File: src/rtl/button_debounce.sv
// Per-channel pad conditioning: synchroniser, bounce filter, and registered level/strobe/toggle outputs.
module button_debounce #(
    parameter int unsigned CHANNELS        = 3,
    parameter int unsigned DEBOUNCE_CYCLES = 12000,
    parameter int unsigned SYNC_STAGES     = 2
) (
    input  logic                i_clk,
    input  logic                i_rst,
    input  logic [CHANNELS-1:0] i_btn,
    output logic [CHANNELS-1:0] o_level,
    output logic [CHANNELS-1:0] o_rise,
    output logic [CHANNELS-1:0] o_fall,
    output logic [CHANNELS-1:0] o_toggle
);

    localparam int unsigned CNT_W = $clog2(DEBOUNCE_CYCLES);
    localparam logic [CNT_W-1:0] CNT_LAST = CNT_W'(DEBOUNCE_CYCLES - 1);

    logic [SYNC_STAGES-1:0][CHANNELS-1:0] sync_q;
    logic [CHANNELS-1:0][CNT_W-1:0]       cnt_q;
    logic [CHANNELS-1:0][CNT_W-1:0]       cnt_d;
    logic [CHANNELS-1:0]                  level_d;
    logic [CHANNELS-1:0]                  rise_d;
    logic [CHANNELS-1:0]                  fall_d;
    logic [CHANNELS-1:0]                  toggle_d;
    logic [CHANNELS-1:0]                  sync_s;

    assign sync_s = sync_q[SYNC_STAGES-1];

    // A new level is accepted only after DEBOUNCE_CYCLES consecutive disagreeing samples.
    always_comb begin
        cnt_d    = cnt_q;
        level_d  = o_level;
        rise_d   = '0;
        fall_d   = '0;
        toggle_d = o_toggle;
        for (int unsigned n = 0; n < CHANNELS; n++) begin
            if (sync_s[n] == o_level[n]) begin
                cnt_d[n] = '0;
            end else if (cnt_q[n] == CNT_LAST) begin
                cnt_d[n]   = '0;
                level_d[n] = sync_s[n];
                if (sync_s[n]) begin
                    rise_d[n]   = 1'b1;
                    toggle_d[n] = ~o_toggle[n];
                end else begin
                    fall_d[n] = 1'b1;
                end
            end else begin
                cnt_d[n] = cnt_q[n] + CNT_W'(1);
            end
        end
    end

    always_ff @(posedge i_clk) begin
        if (i_rst) begin
            sync_q   <= '0;
            cnt_q    <= '0;
            o_level  <= '0;
            o_rise   <= '0;
            o_fall   <= '0;
            o_toggle <= '0;
        end else begin
            sync_q[0] <= i_btn;
            for (int unsigned k = 1; k < SYNC_STAGES; k++) begin
                sync_q[k] <= sync_q[k-1];
            end
            cnt_q    <= cnt_d;
            o_level  <= level_d;
            o_rise   <= rise_d;
            o_fall   <= fall_d;
            o_toggle <= toggle_d;
        end
    end

endmodule
File: config.mk
export PLATFORM = sky130hd
export DESIGN_NAME = button_debounce
export DESIGN_NICKNAME = d
export VERILOG_FILES = /design/src/rtl/button_debounce.sv
export SDC_FILE = /design/constraint.sdc
export NUM_CORES = 1
export LEC_CHECK = 0
export CELL_PAD_IN_SITES_DETAIL_PLACEMENT = 1
export CELL_PAD_IN_SITES_GLOBAL_PLACEMENT = 2
export CORE_ASPECT_RATIO = 1.2
export CORE_MARGIN = 1.5
export CORE_UTILIZATION = 36
export CTS_CLUSTER_DIAMETER = 40
export DETAILED_ROUTE_END_ITERATION = 16
export PLACE_DENSITY_LB_ADDON = 0.15
export RECOVER_POWER = 25
export SLEW_MARGIN = 20
export SYNTH_ARGS = -nofsm -noshare
export SYNTH_HDL_FRONTEND = slang
export SYNTH_SLANG_ARGS = --single-unit
File: constraint.sdc
create_clock -name i_clk -period 2.7 [get_ports i_clk]
set_input_delay 0.54 -clock i_clk [delete_from_list [all_inputs] [get_ports i_clk]]
set_output_delay 0.54 -clock i_clk [all_outputs]
set_load 0.005 [all_outputs]
==> Yosys cells after proc, flatten, opt, wreduce, memory -nomap -nowiden <==
Cells that the tools add are included.
{ "classes": {"n_addsub": 3, "n_eq_ne": 6, "n_mux": 6, "n_bitwise": 9, "reduce_logical": 12} }
{ "ops": {"columns": ["cell", "count"], "rows": [
  ["14-bit by 1-bit adder with 14-bit output (second input constant)", 3],
  ["14-bit equality test (second input constant)", 3],
  ["3-bit OR reduction", 6],
  ["1-bit NOT", 9],
  ["3-bit AND reduction", 3],
  ["1-bit two-way mux", 6],
  ["2-bit AND reduction", 3],
  ["1-bit equality test", 3]
]} }
{ "word_totals": {"ff_bits": 60, "input_bits": 5, "output_inout_bits": 12, "elab_cells": 53} }

==> Logic depth before layout (Yosys ltp) <==
Gate-level depths: netlist of the first run.
{ "logic_depth": {"depth_word": 3, "depth_mapped": 6, "depth_no_buf": 6} }

==> Worst setup path before layout of the first run <==
OpenSTA, ideal clock, no wires.
{ "synth_path": {"path_kind": "flip-flop to flip-flop", "from": "reg cnt_q[26] in the netlist's numbering", "to": "reg cnt_q[17] in the netlist's numbering", "setup_time_ns": 0.117, "arrival_time_ns": 1.802, "t_required_ns": 2.583, "setup_slack_ns": 0.780, "stages_incl_launch_ff": 6, "n_path_buf": 1, "period_less_slack_ns": 1.920, "cell_sequence": "dfxtp_1 or4b_2 nor4_2 nand2b_1 buf_2 nor2_1"} }
{ "synth_via": {"elab_chain_cells": 2} }
{ "synth_lines": {"columns": ["item", "line_no", "source"], "rows": [
  ["from (decl)", "20", "logic [CHANNELS-1:0][CNT_W-1:0] cnt_q;"],
  ["from (signal assigned)", "68", "cnt_q <= cnt_d;"],
  ["14-bit equality test", "40", "end else if (cnt_q[n] == CNT_LAST) begin"],
  ["3-bit OR reduction (no source line)", null, null]
]} }
Every way passes these cells.
A chain may end at the register's enable or synchronous reset.

==> Worst setup path in the final report of the first run <==
Same ends and word-level chain as after synthesis.

==> results of run 1 <==
[flip-flops by register name, summed over array words and instances, names as in the netlist]
register  count
cnt_q        42
o_fall        3
o_level       3
o_rise        3
o_toggle      3
sync_q        3
sync_s        3
[final cells by class]
cell class / instances / share of cell area, %
flip-flops and latches: 60 / 40.9
multi-input cells: 194 / 40.3
repair buffers: 17 / 5.58
clock buffers: 11 / 4.48
well taps: 85 / 3.62
clock inverters: 5 / 3.41
inverters: 13 / 1.66
[report_power, final]
group | total, µW | internal (µW) | switching, µW
sequential | 894 | 890 | 3.73
combinational | 24.5 | 10.5 | 14.0
clock | 953 | 611 | 342
[worst max path at each step]
stage | to | from | depth (start not counted)
after floorplan | cnt_q[17] | cnt_q[26] | 5
after global placement | cnt_q[16] | cnt_q[26] | 4
after detailed placement | cnt_q[17] | cnt_q[26] | 4
after CTS | cnt_q[17] | cnt_q[26] | 4
after global routing | cnt_q[26] | cnt_q[26] | 4
final | cnt_q[17] | cnt_q[26] | 4
[critical path, delay by kind of cell (launching register included)]
kind | cells | cell delay, ns
DFF | 1 | 0.34
and+or+nand+nor | 4 | 1.73
[stage by stage]
stage | setup slack [ns] | area, µm²
after floorplan | 0.780 | 2450
after global placement | 0.488 | 2710
after detailed placement | 0.454 | 2710
after CTS | 0.444 | 2940
after global routing | 0.289 | 2940
final | 0.507 | 2940
[metal layers]
metal | up-vias | track usage (%) | part of all wire (%)
li1 | 975 | - | -
met1 | 914 | 18.0 | 45
met2 | 23 | 27.8 | 51
met3 | 8 | 5.66 | 2.9
met4 | 0 | 6.70 | 1.7
met5 | - | 0 | 0
[cells by family after synthesis]
kind of cell / after synthesis / share of synthesized area, %
fa+ha+maj: 6 / 3.06
simple gates: 139 / 29.5
mux: 1 / 0.408
compound gates: 14 / 3.16
buf+inv: 17 / 2.75
flops: 60 / 49.0
xor+xnor: 34 / 12.1
[cells in the mapped netlist, types with 2 or more instances]
cell,n,share of area (%)
a21oi_1,7,1.4
and3_1,6,1.5
and4_1,2,0.71
buf_2,3,0.61
dfxtp_1,60,49
ha_1,6,3.1
inv_1,13,2.0
nand2_1,14,2.1
nand3_1,18,3.7
nand3b_1,3,0.92
nand4_1,6,1.5
nor2_1,47,7.2
nor2b_1,6,1.5
nor3_1,9,1.8
nor4_1,12,3.1
o21ai_0,5,1.0
or3_1,5,1.3
or4_1,2,0.61
xnor2_1,26,9.3
xor2_1,8,2.9
==> results_dict.tcl, run 1 <==
set metrics [dict create \
    r2r-end "cnt_q[17]" \
    fin_setup_tns_ns 0 \
    area_delta_synth_final_pct 19.7 \
    fin_crit_sh_pct 81.2 \
    dp_hpwl_mm 3.74 \
    slowest_delay_ns 0.70 \
    start_util_pct 37.6 \
    regArea_um2 1200 \
    critPathLaunchType "register" \
    synth_cell_type_count 33 \
    drv_slew 0 \
    overflow 0 \
    worst_ir_drop_vdd_mv 0.380 \
    hold_viol 0 \
    reg2reg_from "cnt_q[26]" \
    yosysSeqAreaShare_pct 49.0 \
    antenna_found_initial 0 \
    async_reset_ff_share_pct 0 \
    cp_max_fo 13 \
    worstHoldPathType "register to register" \
    post-place-cells 369 \
    rr_worst_depth 4 \
    viasPerCell 4.99 \
    hold_buffers 0 \
    path_class "register to register" \
    post_cts_buffers 0 \
    die_h_um 93.4 \
    gp_congestion 0.761 \
    synth_edf_count 0 \
    powerDensity_nw_per_um2 638 \
    syn_area_per_cell_um2 9.05 \
    worst_pin_slew_ns 0.509 \
    final.fill_count 769 \
    ys_seq_elements 60 \
    grt_pass1_wl_mm 9.11 \
    ctsRootBufferMaster "clkbuf_8" \
    rsz0062_at_grt "no" \
    clock_latency_ns 0.33 \
    multi_input_area_um2 1180 \
    synthCells 271 \
    drtIter0Drc 57 \
    reg2reg_slack_ns 0.51 \
    endpoint_kind "register" \
    final_common_cell "dfxtp_1" \
    ios 17 \
    cts_resized 0 \
    cts_buffer_depth 2 \
    wl_mm 5.09 \
    whs_endpoint "sync_s[1]" \
    slowest_stage "or4b_2" \
    cap_violations 0 \
    ant_nets 0 \
    fmax_mhz 456 \
    io_buffers 16 \
    rows 32 \
    run_status "finished clean" \
    vias 1920 \
    grt_start_max_net_pins 14 \
    netlist_area_um2 2450 \
    slew_headroom_pct 66.1 \
    required_ns 2.90 \
    num_antenna_cells 0 \
    worstHoldPathCells 1 \
    hold_start "sync_q[1]" \
    skew_ns 0.00983 \
    clk_pin_slew_ns 0.07 \
    p_total_uw 1870 \
    grt_pass1_vias 2047 \
    drc 0 \
    htreeDepth 3 \
    finalNonFillerCells 385 \
    mostFrequentLayoutCells "dfxtp_1 (60), nor2_1 (47), xnor2_1 (26), nand3_1 (18), nand2_1 (14)" \
    cts_tree "done" \
    cts_buffers 9 \
    synth_ff_type "dfxtp_1" \
    setup_viol_count_final 0 \
    drtPass1Iterations 4 \
    holdWs_ns 0.441 \
    cts.sinks 60 \
    final_util_pct 45.0 \
    ys_warn_count 0 \
    track_usage_pct 16.1 \
    post_route_cells_drive_above_1_share_pct 6.67 \
    die_area_um2 7320 \
    coreArea_um2 6530 \
    path_cells "or4b_2 > nor4_2 > nand2b_1 > nor2_1" \
    leakage_uw 0.000928 \
    wl_per_cell_um 13.2 \
    fin_nets 306 \
    crit_arrival_ns 2.39 \
    fp.dieW_um 78.3 \
    syn_nets 282 \
    period_minus_slack_ns 2.19 \
]
(Power assumes the default switching activity.)
==> run 2, diff against run 1 <==
--- a/config.mk
+++ b/config.mk
@@ -9,7 +9,7 @@
 export CELL_PAD_IN_SITES_GLOBAL_PLACEMENT = 2
 export CORE_ASPECT_RATIO = 1.2
 export CORE_MARGIN = 1.5
-export CORE_UTILIZATION = 36
+export CORE_UTILIZATION = 32
 export CTS_CLUSTER_DIAMETER = 40
 export DETAILED_ROUTE_END_ITERATION = 16
 export PLACE_DENSITY_LB_ADDON = 0.15
==> constraint.sdc (replaced) <==
create_clock -name i_clk -period 1.98 [get_ports i_clk]
set_input_delay 0.396 -clock i_clk [delete_from_list [all_inputs] [get_ports i_clk]]
set_output_delay 0.396 -clock i_clk [all_outputs]
set_load 0.005 [all_outputs]
==> run 2 against run 1 <==
Against the previous run: critical path depth increased by 1; non-clock buffer count grew 20; sequential share of layout area decreased by 2.0 points; global-route usage decreased by 1.7 points; worst hold slack improved by 0.0020 ns; die area rose by 12%; largest cell class unchanged; highest routed layer unchanged.
==> results_dict.tcl, run 2 (synthesis results as in run 1) <==
set metrics [dict create \
    slowest_stage "or4b_2" \
    slowest_delay_ns 0.71 \
    final_common_cell "dfxtp_1" \
    required_ns 2.21 \
    rows 34 \
    dp_hpwl_mm 3.89 \
    grt_pass1_vias 2112 \
    die_h_um 98.9 \
    track_usage_pct 14.5 \
    reg2reg_slack_ns 0.13 \
    vias 1978 \
    holdWs_ns 0.443 \
    path_cells "or4b_2 > nor4_2 > nand2b_1 > buf_12 > nor2_1" \
    wl_per_cell_um 12.8 \
    clk_pin_slew_ns 0.07 \
    leakage_uw 0.00102 \
    htreeDepth 3 \
    grt_pass1_wl_mm 9.44 \
    wl_mm 5.26 \
    reg2reg_from "cnt_q[26]" \
    drtIter0Drc 36 \
    fin_nets 326 \
    powerDensity_nw_per_um2 771 \
    critical_path_depth 5 \
    cp_max_fo 13 \
    rr_worst_depth 5 \
    hold_buffers 0 \
    regMostFlops "cnt_q" \
    post_route_cells_drive_above_1_share_pct 12.8 \
    cts_buffers 9 \
    overflow 0 \
    skew_ns 0.0102 \
    crit_start "cnt_q[26]" \
    fin_crit_sh_pct 93.4 \
    fin_area_um2 3080 \
    cts_resized 0 \
    setup_viol_count_final 0 \
    cts_tree "done" \
    finalNonFillerCells 410 \
    worst_pin_slew_ns 0.385 \
    run_status "finished clean" \
    drc 0 \
    ctsRootBufferMaster "clkbuf_8" \
    post_cts_buffers 0 \
    largest_register_ffs 42 \
    endpoint_kind "register" \
    critPathLaunchType "register" \
    slew_headroom_pct 74.1 \
    period_minus_slack_ns 1.85 \
    cts.sinks 60 \
    worstHoldPathType "register to register" \
    hold_viol 0 \
    fp.dieW_um 82.9 \
    mostFrequentLayoutCells "dfxtp_1 (60), nor2_1 (47), xnor2_1 (26), nand3_1 (18), buf_4 (16)" \
    crit_arrival_ns 2.08 \
    drtPass1Iterations 4 \
    clock_latency_ns 0.34 \
    viasPerCell 4.82 \
    r2r-end "cnt_q[21]" \
    cts_buffer_depth 2 \
    coreArea_um2 7320 \
    num_antenna_cells 0 \
    cpLargestDelayFamily "simple AND/OR/NAND/NOR gates" \
    area_delta_synth_final_pct 25.7 \
    fmax_mhz 541 \
    gp_congestion 0.749 \
    path_class "register to register" \
    fin_setup_tns_ns 0 \
    io_buffers 16 \
    grt_start_max_net_pins 14 \
    ios 17 \
    cap_violations 0 \
    ant_nets 0 \
    crit_end "cnt_q[21]" \
    post-place-cells 394 \
    die_area_um2 8200 \
    worst_ir_drop_vdd_mv 0.320 \
    place_area_um2 2890 \
    start_util_pct 33.5 \
    drv_slew 0 \
    rsz0062_at_grt "no" \
    antenna_found_initial 0 \
    critPathBufInv 1 \
]
==> run 2: cell count changes in the layout (fill, tap and decap cells not counted) <==
cell,change
buf_12,+2
clkinvlp_4,+2
or4_4,+1
buf_4,+16
bufinv_16,-2
clkinv_4,+1
or4_1,-1
clkbuf_8,+1
==> run 2: final cells by class <==
type | count | area, µm²
Multi-Input combinational cell | 194 | 1190
Inverter | 13 | 48.8
Clock inverter | 6 | 63.8
Tap cell | 90 | 113
Fill cell | 847 | 4230
Clock buffer | 10 | 138
Sequential cell | 60 | 1200
Timing Repair Buffer | 37 | 332
==> run 2: where the power goes <==
| group | switching [µW] | total (µW) | internal, µW |
|---|---|---|---|
| Sequential | 4.14 | 1220 | 1210 |
| Combinational | 21.6 | 42.2 | 20.6 |
| Clock | 503 | 1120 | 612 |
| Total | 529 | 2380 | 1850 |
==> run 2: worst min path at each step <==
stage | from | endpoint | slack, ns | cells past startpoint
after floorplan | sync_q[0] | sync_s[0] | 0.41 | 1
after global placement | sync_q[2] | sync_s[2] | 0.42 | 1
after detailed placement | sync_q[2] | sync_s[2] | 0.43 | 1
after CTS | sync_q[2] | sync_s[2] | 0.45 | 1
after global routing | sync_q[2] | sync_s[2] | 0.46 | 1
final | sync_q[0] | sync_s[0] | 0.44 | 1
==> run 2: per-layer routing <==
metal	track usage [%]	share of wire, %
met1	16.3	47
met2	25.3	49
met3	3.77	3.0
met4	7.31	1.8
met5	0	0
==> run 2: metrics by stage <==
stage / worst slack [ns] / util (%) / total power, µW
after CTS: 0.0219 / 42.2 / 2430
final: 0.131 / 42.1 / 2380
after detailed placement: 0.0304 / 39.5 / 1290
after global routing: 0.0305 / 42.1 / 2480
after floorplan: 0.0604 / - / 1260
after global placement: 0.0523 / 39.5 / 1290
==> run 3, diff against run 2 <==
--- a/config.mk
+++ b/config.mk
@@ -9,9 +9,11 @@
 export CELL_PAD_IN_SITES_GLOBAL_PLACEMENT = 2
 export CORE_ASPECT_RATIO = 1.2
 export CORE_MARGIN = 1.5
-export CORE_UTILIZATION = 32
-export CTS_CLUSTER_DIAMETER = 40
+export CORE_UTILIZATION = 35
+export CTS_CLUSTER_DIAMETER = 60
 export DETAILED_ROUTE_END_ITERATION = 16
+export DONT_BUFFER_PORTS = 1
+export GPL_TIMING_DRIVEN = 1
 export PLACE_DENSITY_LB_ADDON = 0.15
 export RECOVER_POWER = 25
 export SLEW_MARGIN = 20
==> run 3 against run 2 <==
Against the previous run: cell area down 5.2%; non-clock buffer count down 18; flip-flop and latch count unchanged; total power down 2.3%; worst hold slack worse by 0.32 ns; routed wire length down 1.9%; via count down 4.2%; die area down 8.3%; register-to-register slack about the same; largest power group unchanged.
==> results_dict.tcl, run 3 (synthesis results as in run 1) <==
set metrics [dict create \
    rows 33 \
    hold_viol 0 \
    p_total_uw 2320 \
    grt_pass1_wl_mm 8.89 \
    fin_setup_tns_ns 0 \
    io_buffers 0 \
    final_common_cell "dfxtp_1" \
    drc 0 \
    gp_congestion 0.674 \
    period_minus_slack_ns 1.86 \
    die_h_um 94.7 \
    wl_met2_mm 2.44 \
    cts_buffers 9 \
    fin_crit_sh_pct 94.0 \
    cpLargestDelayFamily "simple AND/OR/NAND/NOR gates" \
    clock_latency_ns 0.33 \
    drt-met1-wl_mm 2.51 \
    path_cells "or4b_2 > nor4_2 > nand2b_1 > buf_12 > nor2_1" \
    run_status "finished clean" \
    post_route_cells_drive_above_1_share_pct 14.3 \
    cts.sinks 60 \
    finalNonFillerCells 388 \
    slowest_delay_ns 0.72 \
    antenna_found_initial 0 \
    viasPerCell 4.88 \
    start_util_pct 36.0 \
    cts_tree "done" \
    die_area_um2 7520 \
    setup_viol_count_final 0 \
    slew_headroom_pct 73.7 \
    coreArea_um2 6810 \
    skew_ns 0.00668 \
    powerDensity_nw_per_um2 794 \
    overflow 0 \
    worstHoldPathType "input port to register" \
    cp_max_fo 13 \
    drtIter0Drc 38 \
    mostFrequentLayoutCells "dfxtp_1 (60), nor2_1 (47), xnor2_1 (26), nand3_1 (18), buf_4 (17)" \
    ant_nets 0 \
    top_layer_used "met4" \
    fp.dieW_um 79.4 \
    drv_slew 0 \
    slowest_stage "or4b_2" \
    num_antenna_cells 0 \
    rsz0062_at_grt "no" \
    area_delta_synth_final_pct 19.2 \
    fin_nets 308 \
    post-place-cells 373 \
    grt_pass1_vias 1913 \
    worst_ir_drop_vdd_mv 0.685 \
    drtPass1Iterations 4 \
    wl_mm 5.16 \
    dp_hpwl_mm 3.69 \
    cap_violations 0 \
    critPathBufInv 1 \
    regMostFlops "cnt_q" \
    dr_wl_met3_um 147 \
    fmax_mhz 537 \
    cts_buffer_depth 2 \
    htreeDepth 3 \
    worst_pin_slew_ns 0.389 \
    ctsRootBufferMaster "clkbuf_8" \
    crit_arrival_ns 2.08 \
    vias 1895 \
    path_class "register to register" \
    required_ns 2.20 \
    critPathLaunchType "register" \
    track_usage_pct 15.5 \
    clk_pin_slew_ns 0.07 \
    endpoint_kind "register" \
    ios 17 \
    final.fill_count 813 \
    largest_register_ffs 42 \
    wl_per_cell_um 13.3 \
    grt_start_max_net_pins 18 \
    holdWs_ns 0.127 \
    leakage_uw 0.000929 \
]
[run 3: per-layer routing]
metal	track usage, %	vias to the layer above
li1	-	979
met1	18.8	896
met2	24.9	14
met3	3.96	6
met4	8.77	0
met5	0	-
[run 3: what timing repair did]
action,4_1_cts,5_1_grt
hold endpoints to repair,0,0
setup endpoints to repair,0,3
hold buffers,0,0
buffers inserted,0,0
resized for setup,0,4
[run 3: path summary, 6_finish.rpt]
check                  from     endpoint  slack (ns)  depth (start not counted)
setup / recovery  cnt_q[26]    cnt_q[16]        0.12                          5
hold / removal        i_rst  o_toggle[0]        0.13                          1
setup reg to reg  cnt_q[26]    cnt_q[16]        0.12                          5
hold reg to reg   sync_q[2]    sync_s[2]        0.44                          1
[run 3: layout make-up]
type	instances	area (µm²)	share of cell area, %
clock buffers	10	138	4.71
flip-flops and latches	60	1200	41.1
repair buffers	19	168	5.74
inverters	13	48.8	1.67
multi-input cells	194	1210	41.3
well taps	87	109	3.72
clock inverters	5	52.6	1.80
[run 3: metrics by stage]
stage | util (%) | area, µm² | worst slack, ns
floorplan | - | 2450 | 0.0604
global placement | 39.8 | 2710 | 0.0610
detailed placement | 39.8 | 2710 | 0.0434
CTS | 42.6 | 2900 | 0.00701
global route | 42.9 | 2920 | 0.0333
finish | 42.9 | 2920 | 0.119
[run 3: power by group]
| part | leakage [µW] | internal (µW) | switching [µW] |
|---|---|---|---|
| sequential | 0.000485 | 1210 | 4.54 |
| combinational | 0.000347 | 13.7 | 15.0 |
| clock | 0.0000979 | 602 | 471 |
[run 3: worst reg2reg max path: stages (launching register included)]
cell	delay, ns
dfxtp_1	0.34
or4b_2	0.72
nor4_2	0.30
nand2b_1	0.19
buf_12	0.15
nor2_1	0.06
